===== src/rtl/fp_pkg.sv =====
// Shared floating-point definitions for the fp_* arithmetic blocks.
// Holds the rounding-mode encoding, status bit positions and IEEE-754 constants.
package fp_pkg;

    typedef enum logic [2:0] {
        IEEE_near = 3'd0,
        IEEE_zero = 3'd1,
        IEEE_pinf = 3'd2,
        IEEE_ninf = 3'd3,
        near_up   = 3'd4,
        away_zero = 3'd5
    } rnd_t;

    localparam int ST_ZERO    = 0;
    localparam int ST_INF     = 1;
    localparam int ST_NAN     = 2;
    localparam int ST_TINY    = 3;
    localparam int ST_HUGE    = 4;
    localparam int ST_INEXACT = 5;
    localparam int ST_DIV0    = 6;

    localparam logic [31:0] QNAN    = 32'h7FC0_0000;
    localparam logic [31:0] MAXNORM = 32'h7F7F_FFFF;
    localparam logic [31:0] MINNORM = 32'h0080_0000;
    localparam logic [31:0] INF     = 32'h7F80_0000;

    function automatic logic exp_all_ones(input logic [31:0] x);
        return &x[30:23];
    endfunction

endpackage


===== src/rtl/fp_div_seq_round_div.sv =====
// Rounding and range check for the divider: normalised 24-bit mantissa plus
// guard/sticky in, packed single-precision result and status bits out.
module round_div
    import fp_pkg::*;
(
    input  logic               [23:0] mant,
    input  logic                      guard,
    input  logic                      sticky,
    input  logic                      sign,
    input  logic               [2:0]  rnd,
    input  logic signed        [9:0]  e,
    output logic               [31:0] z,
    output logic               [7:0]  status
);

    logic               inexact;
    logic               inc;
    logic        [24:0] sum;
    logic        [23:0] mant_r;
    logic signed [9:0]  e_r;
    logic               ovf_to_inf;
    logic               unf_to_min;

    always_comb begin
        inexact = guard | sticky;
        case (rnd)
            IEEE_zero: inc = 1'b0;
            IEEE_pinf: inc = inexact & ~sign;
            IEEE_ninf: inc = inexact & sign;
            near_up:   inc = guard & (~sign | sticky);
            away_zero: inc = inexact;
            default:   inc = guard & (sticky | mant[0]);
        endcase

        sum = {1'b0, mant} + {24'd0, inc};
        // A carry out of the mantissa leaves exactly 2^24, i.e. 1.0 at the next exponent.
        if (sum[24]) begin
            mant_r = sum[24:1];
            e_r    = e + 10'sd1;
        end else begin
            mant_r = sum[23:0];
            e_r    = e;
        end

        case (rnd)
            IEEE_zero: ovf_to_inf = 1'b0;
            IEEE_pinf: ovf_to_inf = ~sign;
            IEEE_ninf: ovf_to_inf = sign;
            default:   ovf_to_inf = 1'b1;
        endcase

        case (rnd)
            away_zero: unf_to_min = 1'b1;
            IEEE_pinf: unf_to_min = ~sign;
            IEEE_ninf: unf_to_min = sign;
            default:   unf_to_min = 1'b0;
        endcase

        status              = 8'd0;
        status[ST_INEXACT]  = inexact;
        z                   = {sign, e_r[7:0], mant_r[22:0]};

        if (e_r >= 10'sd255) begin
            status[ST_HUGE]    = 1'b1;
            status[ST_INEXACT] = 1'b1;
            if (ovf_to_inf) begin
                z = INF | {sign, 31'd0};
            end else begin
                z = MAXNORM | {sign, 31'd0};
            end
        end else if (e_r <= 10'sd0) begin
            status[ST_TINY]    = 1'b1;
            status[ST_INEXACT] = 1'b1;
            if (unf_to_min) begin
                z = MINNORM | {sign, 31'd0};
            end else begin
                z               = {sign, 31'd0};
                status[ST_ZERO] = 1'b1;
            end
        end
    end

endmodule


===== src/rtl/fp_div_seq.sv =====
// Sequential single-precision divider: restoring mantissa division with
// ITER_PER_CYCLE (1 or 2) quotient bits per clock, then one rounding cycle.
module fp_div_seq
    import fp_pkg::*;
#(
    parameter int ITER_PER_CYCLE = 1
) (
    input  logic        clk,
    input  logic        rst_n,
    input  logic        in_valid,
    output logic        in_ready,
    input  logic [31:0] a,
    input  logic [31:0] b,
    input  logic [2:0]  rnd,
    output logic        out_valid,
    input  logic        out_ready,
    output logic [31:0] z,
    output logic [7:0]  status
);

    localparam int         NSTEP    = 26 / ITER_PER_CYCLE;
    localparam logic [4:0] CNT_INIT = 5'(NSTEP - 1);

    typedef enum logic [1:0] {IDLE, DIVIDE, ROUND, DONE} state_t;

    state_t             state_reg, state_next;
    logic               sign_reg;
    logic        [2:0]  rnd_reg;
    logic signed [9:0]  exp_reg;
    logic        [23:0] mb_reg;
    logic        [25:0] rem_reg;
    logic        [25:0] q_reg;
    logic        [4:0]  cnt_reg;
    logic               out_valid_reg;
    logic        [31:0] z_reg;
    logic        [7:0]  status_reg;

    // Operand classification; exponent 0 (zero or denormal) counts as zero.
    logic a_nan, b_nan, a_inf, b_inf, a_zero, b_zero;
    logic sign_in;
    logic spec_hit;
    logic [31:0] spec_z;
    logic [7:0]  spec_status;
    logic signed [9:0] exp_in;
    logic accept;

    assign a_nan   = exp_all_ones(a) & (|a[22:0]);
    assign b_nan   = exp_all_ones(b) & (|b[22:0]);
    assign a_inf   = exp_all_ones(a) & ~(|a[22:0]);
    assign b_inf   = exp_all_ones(b) & ~(|b[22:0]);
    assign a_zero  = (a[30:23] == 8'd0);
    assign b_zero  = (b[30:23] == 8'd0);
    assign sign_in = a[31] ^ b[31];
    assign exp_in  = $signed({2'b00, a[30:23]}) - $signed({2'b00, b[30:23]}) + 10'sd127;

    always_comb begin
        spec_hit    = 1'b1;
        spec_z      = 32'd0;
        spec_status = 8'd0;
        if (a_nan | b_nan | (a_zero & b_zero) | (a_inf & b_inf)) begin
            spec_z              = QNAN;
            spec_status[ST_NAN] = 1'b1;
        end else if (a_inf) begin
            spec_z              = INF | {sign_in, 31'd0};
            spec_status[ST_INF] = 1'b1;
        end else if (b_zero) begin
            spec_z               = INF | {sign_in, 31'd0};
            spec_status[ST_INF]  = 1'b1;
            spec_status[ST_DIV0] = 1'b1;
        end else if (a_zero | b_inf) begin
            spec_z               = {sign_in, 31'd0};
            spec_status[ST_ZERO] = 1'b1;
        end else begin
            spec_hit = 1'b0;
        end
    end

    // Unrolled restoring steps: compare, conditionally subtract, shift left.
    logic [25:0]               r_chain [0:ITER_PER_CYCLE];
    logic [ITER_PER_CYCLE-1:0] q_bits;
    logic [25:0]               q_next;

    assign r_chain[0] = rem_reg;

    generate
        for (genvar gi = 0; gi < ITER_PER_CYCLE; gi++) begin : g_step
            logic        ge;
            logic [25:0] diff;
            assign ge   = (r_chain[gi] >= {2'b00, mb_reg});
            assign diff = r_chain[gi] - {2'b00, mb_reg};
            assign q_bits[ITER_PER_CYCLE-1-gi] = ge;
            assign r_chain[gi+1] = ge ? {diff[24:0], 1'b0} : {r_chain[gi][24:0], 1'b0};
        end
    endgenerate

    assign q_next = {q_reg[25-ITER_PER_CYCLE:0], q_bits};

    logic        [23:0] rd_mant;
    logic               rd_guard;
    logic               rd_sticky;
    logic signed [9:0]  rd_e;
    logic        [31:0] rd_z;
    logic        [7:0]  rd_status;

    always_comb begin
        if (q_reg[25]) begin
            rd_mant   = q_reg[25:2];
            rd_guard  = q_reg[1];
            rd_sticky = q_reg[0] | (|rem_reg);
            rd_e      = exp_reg;
        end else begin
            rd_mant   = q_reg[24:1];
            rd_guard  = q_reg[0];
            rd_sticky = |rem_reg;
            rd_e      = exp_reg - 10'sd1;
        end
    end

    round_div u_round_div (
        .mant   (rd_mant),
        .guard  (rd_guard),
        .sticky (rd_sticky),
        .sign   (sign_reg),
        .rnd    (rnd_reg),
        .e      (rd_e),
        .z      (rd_z),
        .status (rd_status)
    );

    always_ff @(posedge clk or negedge rst_n) begin
        if (!rst_n) begin
            state_reg <= IDLE;
        end else begin
            state_reg <= state_next;
        end
    end

    always_comb begin
        state_next = state_reg;
        case (state_reg)
            IDLE:    if (in_valid) state_next = spec_hit ? DONE : DIVIDE;
            DIVIDE:  if (cnt_reg == 5'd0) state_next = ROUND;
            ROUND:   state_next = DONE;
            DONE:    if (out_valid_reg && out_ready) state_next = IDLE;
            default: state_next = IDLE;
        endcase
    end

    always_comb begin
        in_ready  = (state_reg == IDLE);
        accept    = in_valid & in_ready;
        out_valid = out_valid_reg;
        z         = z_reg;
        status    = status_reg;
    end

    always_ff @(posedge clk or negedge rst_n) begin
        if (!rst_n) begin
            sign_reg      <= 1'b0;
            rnd_reg       <= 3'd0;
            exp_reg       <= 10'sd0;
            mb_reg        <= 24'd0;
            rem_reg       <= 26'd0;
            q_reg         <= 26'd0;
            cnt_reg       <= 5'd0;
            out_valid_reg <= 1'b0;
            z_reg         <= 32'd0;
            status_reg    <= 8'd0;
        end else begin
            case (state_reg)
                IDLE: begin
                    if (accept) begin
                        sign_reg <= sign_in;
                        rnd_reg  <= rnd;
                        exp_reg  <= exp_in;
                        mb_reg   <= {1'b1, b[22:0]};
                        rem_reg  <= {3'b001, a[22:0]};
                        q_reg    <= 26'd0;
                        cnt_reg  <= CNT_INIT;
                        if (spec_hit) begin
                            z_reg      <= spec_z;
                            status_reg <= spec_status;
                        end
                    end
                end
                DIVIDE: begin
                    rem_reg <= r_chain[ITER_PER_CYCLE];
                    q_reg   <= q_next;
                    cnt_reg <= cnt_reg - 5'd1;
                end
                ROUND: begin
                    z_reg      <= rd_z;
                    status_reg <= rd_status;
                end
                DONE: begin
                    if (!out_valid_reg) begin
                        out_valid_reg <= 1'b1;
                    end else if (out_ready) begin
                        out_valid_reg <= 1'b0;
                    end
                end
                default: ;
            endcase
        end
    end

endmodule


===== config.mk =====
export PLATFORM = sky130hd
export DESIGN_NAME = fp_div_seq
export DESIGN_NICKNAME = d
export VERILOG_FILES = /design/src/rtl/fp_pkg.sv /design/src/rtl/fp_div_seq_round_div.sv /design/src/rtl/fp_div_seq.sv
export SDC_FILE = /design/constraint.sdc
export NUM_CORES = 1
export LEC_CHECK = 0
export CAP_MARGIN = 20
export CORE_MARGIN = 2
export CORE_UTILIZATION = 25
export CTS_BUF_LIST = sky130_fd_sc_hd__clkbuf_16
export DETAILED_ROUTE_END_ITERATION = 16
export PLACE_DENSITY = 0.47
export SYNTH_ARGS = -nofsm -noshare
export SYNTH_HDL_FRONTEND = slang
export SYNTH_SLANG_ARGS = --single-unit

===== constraint.sdc =====
create_clock -name clk -period 7.1 [get_ports clk]
set_input_delay 1.065 -clock clk [delete_from_list [all_inputs] [get_ports clk]]
set_output_delay 1.065 -clock clk [all_outputs]
set_load 0.01 [all_outputs]

After elaboration in Yosys (flattened, before gate mapping):

Index checks and enable logic that the tools add are counted.

* bits of input ports: 71
* logic and storage cells: 130
* register bits: 138

* order comparisons: 3
* bitwise gates (word level): 23
* reduce and logical (&&, ||, !) cells: 16
* equality and inequality tests: 13
* add/subtract/negate cells: 7
* muxes and demuxes: 57

Operators with widths (number)
* 2-to-1 mux 32 bit: 6
* one-hot mux 26 bit (2 select lines): 2
* 2-to-1 mux 26 bit: 3
* 2-to-1 mux 24 bit: 3
* one-hot mux 32 bit (2 select lines): 1
* 2-to-1 mux 31 bit: 2
* OR reduction 23 bit: 2
* greater-or-equal comparator 26 x 24 -> 1 bit: 1
* OR reduction 26 bit: 1
* adder 24 x 1 -> 25 bit: 1
* subtractor 25 x 24 -> 25 bit: 1
* 2-to-1 mux 1 bit: 23
* 2-to-1 mux 23 bit: 1
* 2-to-1 mux 10 bit: 2
* zero test 8 bit: 2
* 2-to-1 mux 8 bit: 2
* one-hot mux 8 bit (2 select lines): 1
* AND reduction 8 bit: 2
* bitwise AND 1 bit: 11
* adder 10 x 2 -> 10 bit (second input constant): 1
* adder 9 x 8 -> 10 bit (second input constant): 1
* greater-or-equal comparator 10 x 9 -> 1 bit (second input constant): 1
* less-or-equal comparator 10 x 1 -> 1 bit (second input constant): 1
* 2-to-1 mux 2 bit: 5
* other kinds (24): 43

Logic depth before layout (Yosys ltp):

* depth after elaboration: 12
* mapped depth: 24
* gate-level depth less buffers: 17

Cells and area by module:

From an unflattened synthesis, not the netlist that was laid out.

* cells, all modules: 1194
* area, all modules: 10029.6 µm²

By module, submodules not included
* fp_div_seq: cells each 949, times used 1, sequential area each 3453.3 µm², area an instance 8393.0 µm²
* round_div: cells each 245, times used 1, sequential area each 0.0 µm², area an instance 1636.6 µm²

Worst setup path after synthesis:

OpenSTA, ideal clock, no wires.

* kind: reg-to-reg
* from: reg q_reg[25]
* to: reg z_reg[29] (netlist: z[29])
* setup slack: 2209 ps
* data arrival time: 4765 ps
* period minus slack after synthesis: 4891 ps
* cell stages (with the launch flop): 21
* buffers on the path: 9
* cell sequence: dfrtp_1 buf_6 buf_8 buf_2 buf_1 clkbuf_1 clkbuf_1 clkbuf_1 mux2_2 ha_1 and2_1 and4_1 buf_4 and4_4 buf_6 nand4_4 mux2_1 or4_4 o21ai_4 nor2_2 a221o_1

* word-level cells in the longest chain between the ends: 10
* elaborated cells on any way between the ends: 20

RTL lines
* start: declaration: line fp_div_seq.sv:32 `logic [25:0] q_reg;`
* start signal: assignment: line fp_div_seq.sv:188 `q_reg <= q_next;`
* 2-to-1 mux 1 bit / 2-to-1 mux 24 bit (equally long branches): line fp_div_seq.sv:106 `if (q_reg[25]) begin`
* bitwise OR 1 bit, on equally long branches: line fp_div_seq_round_div.sv:32, fp_div_seq_round_div.sv:25, fp_div_seq_round_div.sv:30
* bitwise AND 1 bit, on equally long branches
* one-hot mux 1 bit (5 select lines): line fp_div_seq_round_div.sv:26 `case (rnd)`
* adder 24 x 1 -> 25 bit: line fp_div_seq_round_div.sv:35 `sum = {1'b0, mant} + {24'd0, inc};`
* 2-to-1 mux 10 bit (*): line fp_div_seq_round_div.sv:37 `if (sum[24]) begin`
* less-or-equal comparator 10 x 1 -> 1 bit: line fp_div_seq_round_div.sv:71 `end else if (e_r <= 10'sd0) begin`
* 2-to-1 mux 31 bit: line fp_div_seq_round_div.sv:71
* 2-to-1 mux 31 bit (*): line fp_div_seq_round_div.sv:63 `if (e_r >= 10'sd255) begin`
* one-hot mux 32 bit (2 select lines) (*): line fp_div_seq.sv:170 `case (state_reg)`
* end signal: assignment: line fp_div_seq.sv:181 `z_reg <= spec_z;`
* end signal: assignment: line fp_div_seq.sv:192 `z_reg <= rd_z;`
* end: declaration: line fp_div_seq.sv:35 `logic [31:0] z_reg;`

Every way passes the cells marked *; elsewhere a longest branch is shown, timed or not.
A chain may end at the register's enable or synchronous reset.

Final worst setup path:

* from: reg q_reg[25]
* to: reg z_reg[19] (netlist: z[19])

* word-level cells in the longest chain between the ends: 10
* elaborated cells on any way between the ends: 21

RTL lines (line)
* 2-to-1 mux 1 bit / 2-to-1 mux 24 bit (equally long branches): fp_div_seq.sv:106
* bitwise OR 1 bit, on equally long branches: fp_div_seq_round_div.sv:32, fp_div_seq_round_div.sv:25, fp_div_seq_round_div.sv:30
* bitwise AND 1 bit, on equally long branches
* one-hot mux 1 bit (5 select lines): fp_div_seq_round_div.sv:26
* adder 24 x 1 -> 25 bit: fp_div_seq_round_div.sv:35
* 2-to-1 mux 10 bit: fp_div_seq_round_div.sv:37
* less-or-equal comparator 10 x 1 -> 1 bit: fp_div_seq_round_div.sv:71
* 2-to-1 mux 31 bit: fp_div_seq_round_div.sv:71
* 2-to-1 mux 31 bit (*): fp_div_seq_round_div.sv:63
* one-hot mux 32 bit (2 select lines) (*): fp_div_seq.sv:170

Marks and branches as above.

==> out/summary.txt <==
status: complete, no violations
Tmin final: 5010 ps
grt ovf: 0
synth unique cells: 83
max-slew violation count: 0
layout cell share with drive strength beyond 1: 0.0914
IO Pins: 113
Worst-Skew Late Latency: 450 ps
RR Startpoint: q_reg[25]
ys flop type: dfrtp_1
r2r endpoint: z[19]
post-DP HPWL: 21600 µm
Initial Util: 0.253
Reg power frac: 0.261
CP bufs+invs: 0
hold path start: mb_reg[23]
Leakage: 5.02 nW
Achievable Freq: 200 MHz
Power per Cell Area: 424 mW/mm²
critical path's slowest cell: dfrtp_2
CTS tree: yes
Core Rows: 72
Internal: 0.00279 W
total power: 0.00505 W
cell-by-cell trace of the critical path: mux2_2 -> nor2b_1 -> o31a_1 -> o31ai_1 -> a22oi_1 -> ha_1 -> ha_1 -> and2_1 -> and4_1 -> and4_4 -> nand4_4 -> a2111oi_2 -> xnor2_1 -> nand4_1 -> nor2_1 -> o211ai_1 -> nand3_1
initial antenna violation count: 0
Core Box Area: 0.0386 mm²
Worst EP required: 7450 ps
Startpoint Class: flop
Post-route DRC: 0
design area: 0.0119 mm²
Tightest Pin Transition: 967 ps
Num Clock Sinks: 137
Logic pwr share: 0.563
hold endpoint: mb_reg[23]
synthesized area: 0.00978 mm²
final hold vios: 0
CP peak stage delay: 780 ps
Yosys warning count: 0
number of port buffers: 111
Crit. End Element: flop
number of synthesized register bits: 137
total track usage: 0.142
final WL: 28600 µm
PostCTS Resize Cnt: 0
Vias/cell: 4.83
Num CTS Buffers: 17
commonest non-fill, non-tap cells in the layout: dfrtp_1 (136), nand2_1 (122), clkdlybuf4s50_1 (110)
Most Frequent Cell on Critical Path: ha_1
CP Class: flop to flop
placed cell area: 0.0113 mm²
Max Cap Viol: 0
ys async rst share: 1.00
top cells by area, synth: dfrtp_1 (35%), ha_1 (5.5%), nand2_1 (4.7%)
NumNets Final: 1318
largest net degree at the start of global routing: 71
final setup vio count: 0
number of synthesized flops with an enable pin: 0
gpl congestion: 0.845
DR WL/cell: 16.5 µm
DR iter-0 viols: 591
Switching Fraction: 0.447
max reg flops: 32
post-synthesis sequential area ratio: 0.351
Reg clk slew, reported paths: 70 ps
RSZ-0062 raised after global routing: no
Area growth, synth to finish: 21.9%
Min-Delay Path Class: flop to flop
commonest non-fill, non-tap cell in the layout: dfrtp_1
slew margin rel.: 0.354
diodes inserted: 0
Die X: 202 µm
hold path depth: 2
Avg Synthesized Cell Area: 8.68 µm²
Mapped Cells: 1127
vias in the first global route: 8063
Die ar.: 0.0407 mm²
top-area cell type share of the netlist area: 0.351
maximum VDD drop: 188 µV
CTS max path bufs: 2
post-route ant nets: 0
Setup Fix Bufs, Post-CTS: 0
Sw Pwr: 0.00226 W
FF-to-FF setup slack: 2090 ps
largest fanout on the critical path: 31
Syn Nets: 1243
DR pass1 iterations: 5
CTS root buf: clkbuf_16
Clock power frac: 0.176
clk_skew: 17.1 ps
fin crit share: 0.705
die height: 202 µm
Layout fillers: 4059
DR vias: 8369
H-Tree Depth: 4
global-route wire length before repair: 45900 µm
setup TNS: 0 ps
Reg2Reg Depth: 17
Hold-fix buffers, CTS: 0
Worst Path Arrival: 5360 ps
Yosys top cell by area: dfrtp_1
Largest delay share family, worst path: simple AND/OR/NAND/NOR gates
-- final cells by class --
| type | count | area [µm²] | area share |
|---|---|---|---|
| inverter | 63 | 236 | 0.0198 |
| clock inverter | 15 | 149 | 0.0125 |
| multi-input combinational | 863 | 5850 | 0.491 |
| sequential | 137 | 3430 | 0.288 |
| tap | 518 | 648 | 0.0544 |
| clock buffer | 17 | 425 | 0.0357 |
| timing repair buffer | 120 | 1180 | 0.0990 |
-- worst max path at each step --
stage                    from     to  slack, ps  depth (start not counted)
global route        q_reg[25]  z[19]       1600                         17
detailed placement  q_reg[25]  z[19]       2090                         17
global placement    q_reg[25]  z[19]       2250                         17
finish              q_reg[25]  z[19]       2090                         17
CTS                 q_reg[25]  z[19]       2050                         17
floorplan           q_reg[25]  z[29]       2210                         20
-- worst register-to-register path, stage by stage (launching register included) --
cell and delay [ps]:
dfrtp_2 780, mux2_2 310, nor2b_1 140, o31a_1 130
o31ai_1 60, a22oi_1 160, ha_1 220, ha_1 190
and2_1 130, and4_1 340, and4_4 330, nand4_4 150
a2111oi_2 410, xnor2_1 330, nand4_1 290, nor2_1 640
o211ai_1 190, nand3_1 130
-- synth_stat cells (7+ instances only) --
cell type / n
a211oi_1: 7
a21o_1: 22
a21oi_1: 73
a22o_1: 21
a22oi_1: 14
a31oi_1: 7
and2_1: 8
and3_1: 18
buf_2: 7
clkbuf_1: 43
dfrtp_1: 137
ha_1: 43
inv_1: 62
mux2_2: 34
mux2i_1: 21
nand2_1: 123
nand2b_1: 11
nand3_1: 39
nand4_1: 17
nor2_1: 71
nor2b_1: 11
nor3_1: 24
nor4_1: 21
o211ai_1: 9
o21a_1: 8
o21ai_0: 73
o21ai_1: 10
or3_1: 11
xnor2_1: 41
xor2_1: 35
-- power by group through the flow --
stage | logic (W) | registers (W) | clock network (W)
6_report | 0.00284 | 0.00132 | 0.000891
5_1_grt | 0.00319 | 0.00136 | 0.000945
4_1_cts | 0.00286 | 0.00132 | 0.000916
3_5_place_dp | 0.00284 | 0.00133 | 0
3_3_place_gp | 0.00282 | 0.00133 | 0
2_1_floorplan | 0.00210 | 0.00125 | 0
-- metal layers --
metal	vias to the layer above	GRT usage	part of all wire
li1	4174	-	-
met1	3992	0.200	0.49
met2	186	0.223	0.46
met3	17	0.0279	0.043
met4	0	0.0370	0.012
met5	-	0	0
-- stage by stage --
| step | util | instances | hold WS (ps) | setup WS (ps) |
|---|---|---|---|---|
| 2_1_floorplan | - | 1127 | 418 | 2210 |
| 3_3_place_gp | 0.294 | 1701 | 433 | 2250 |
| 3_5_place_dp | 0.294 | 1701 | 434 | 2090 |
| 4_1_cts | 0.308 | 1733 | 450 | 2050 |
| 5_1_grt | 0.308 | 1733 | 505 | 1600 |
| 6_report | 0.308 | 1733 | 450 | 2090 |
-- logic make-up after synthesis --
group / count (synthesis) / share of synthesized area
and+or+nand+nor: 392 / 0.205
buffers and inverters: 127 / 0.0546
xor gates and xnor gates: 77 / 0.0709
other: 1 / 0.000383
DFF: 137 / 0.351
muxes: 58 / 0.0645
adders and majority gates: 45 / 0.0591
AOI/OAI and AO/OA: 290 / 0.195
(Power assumes the default switching activity.)
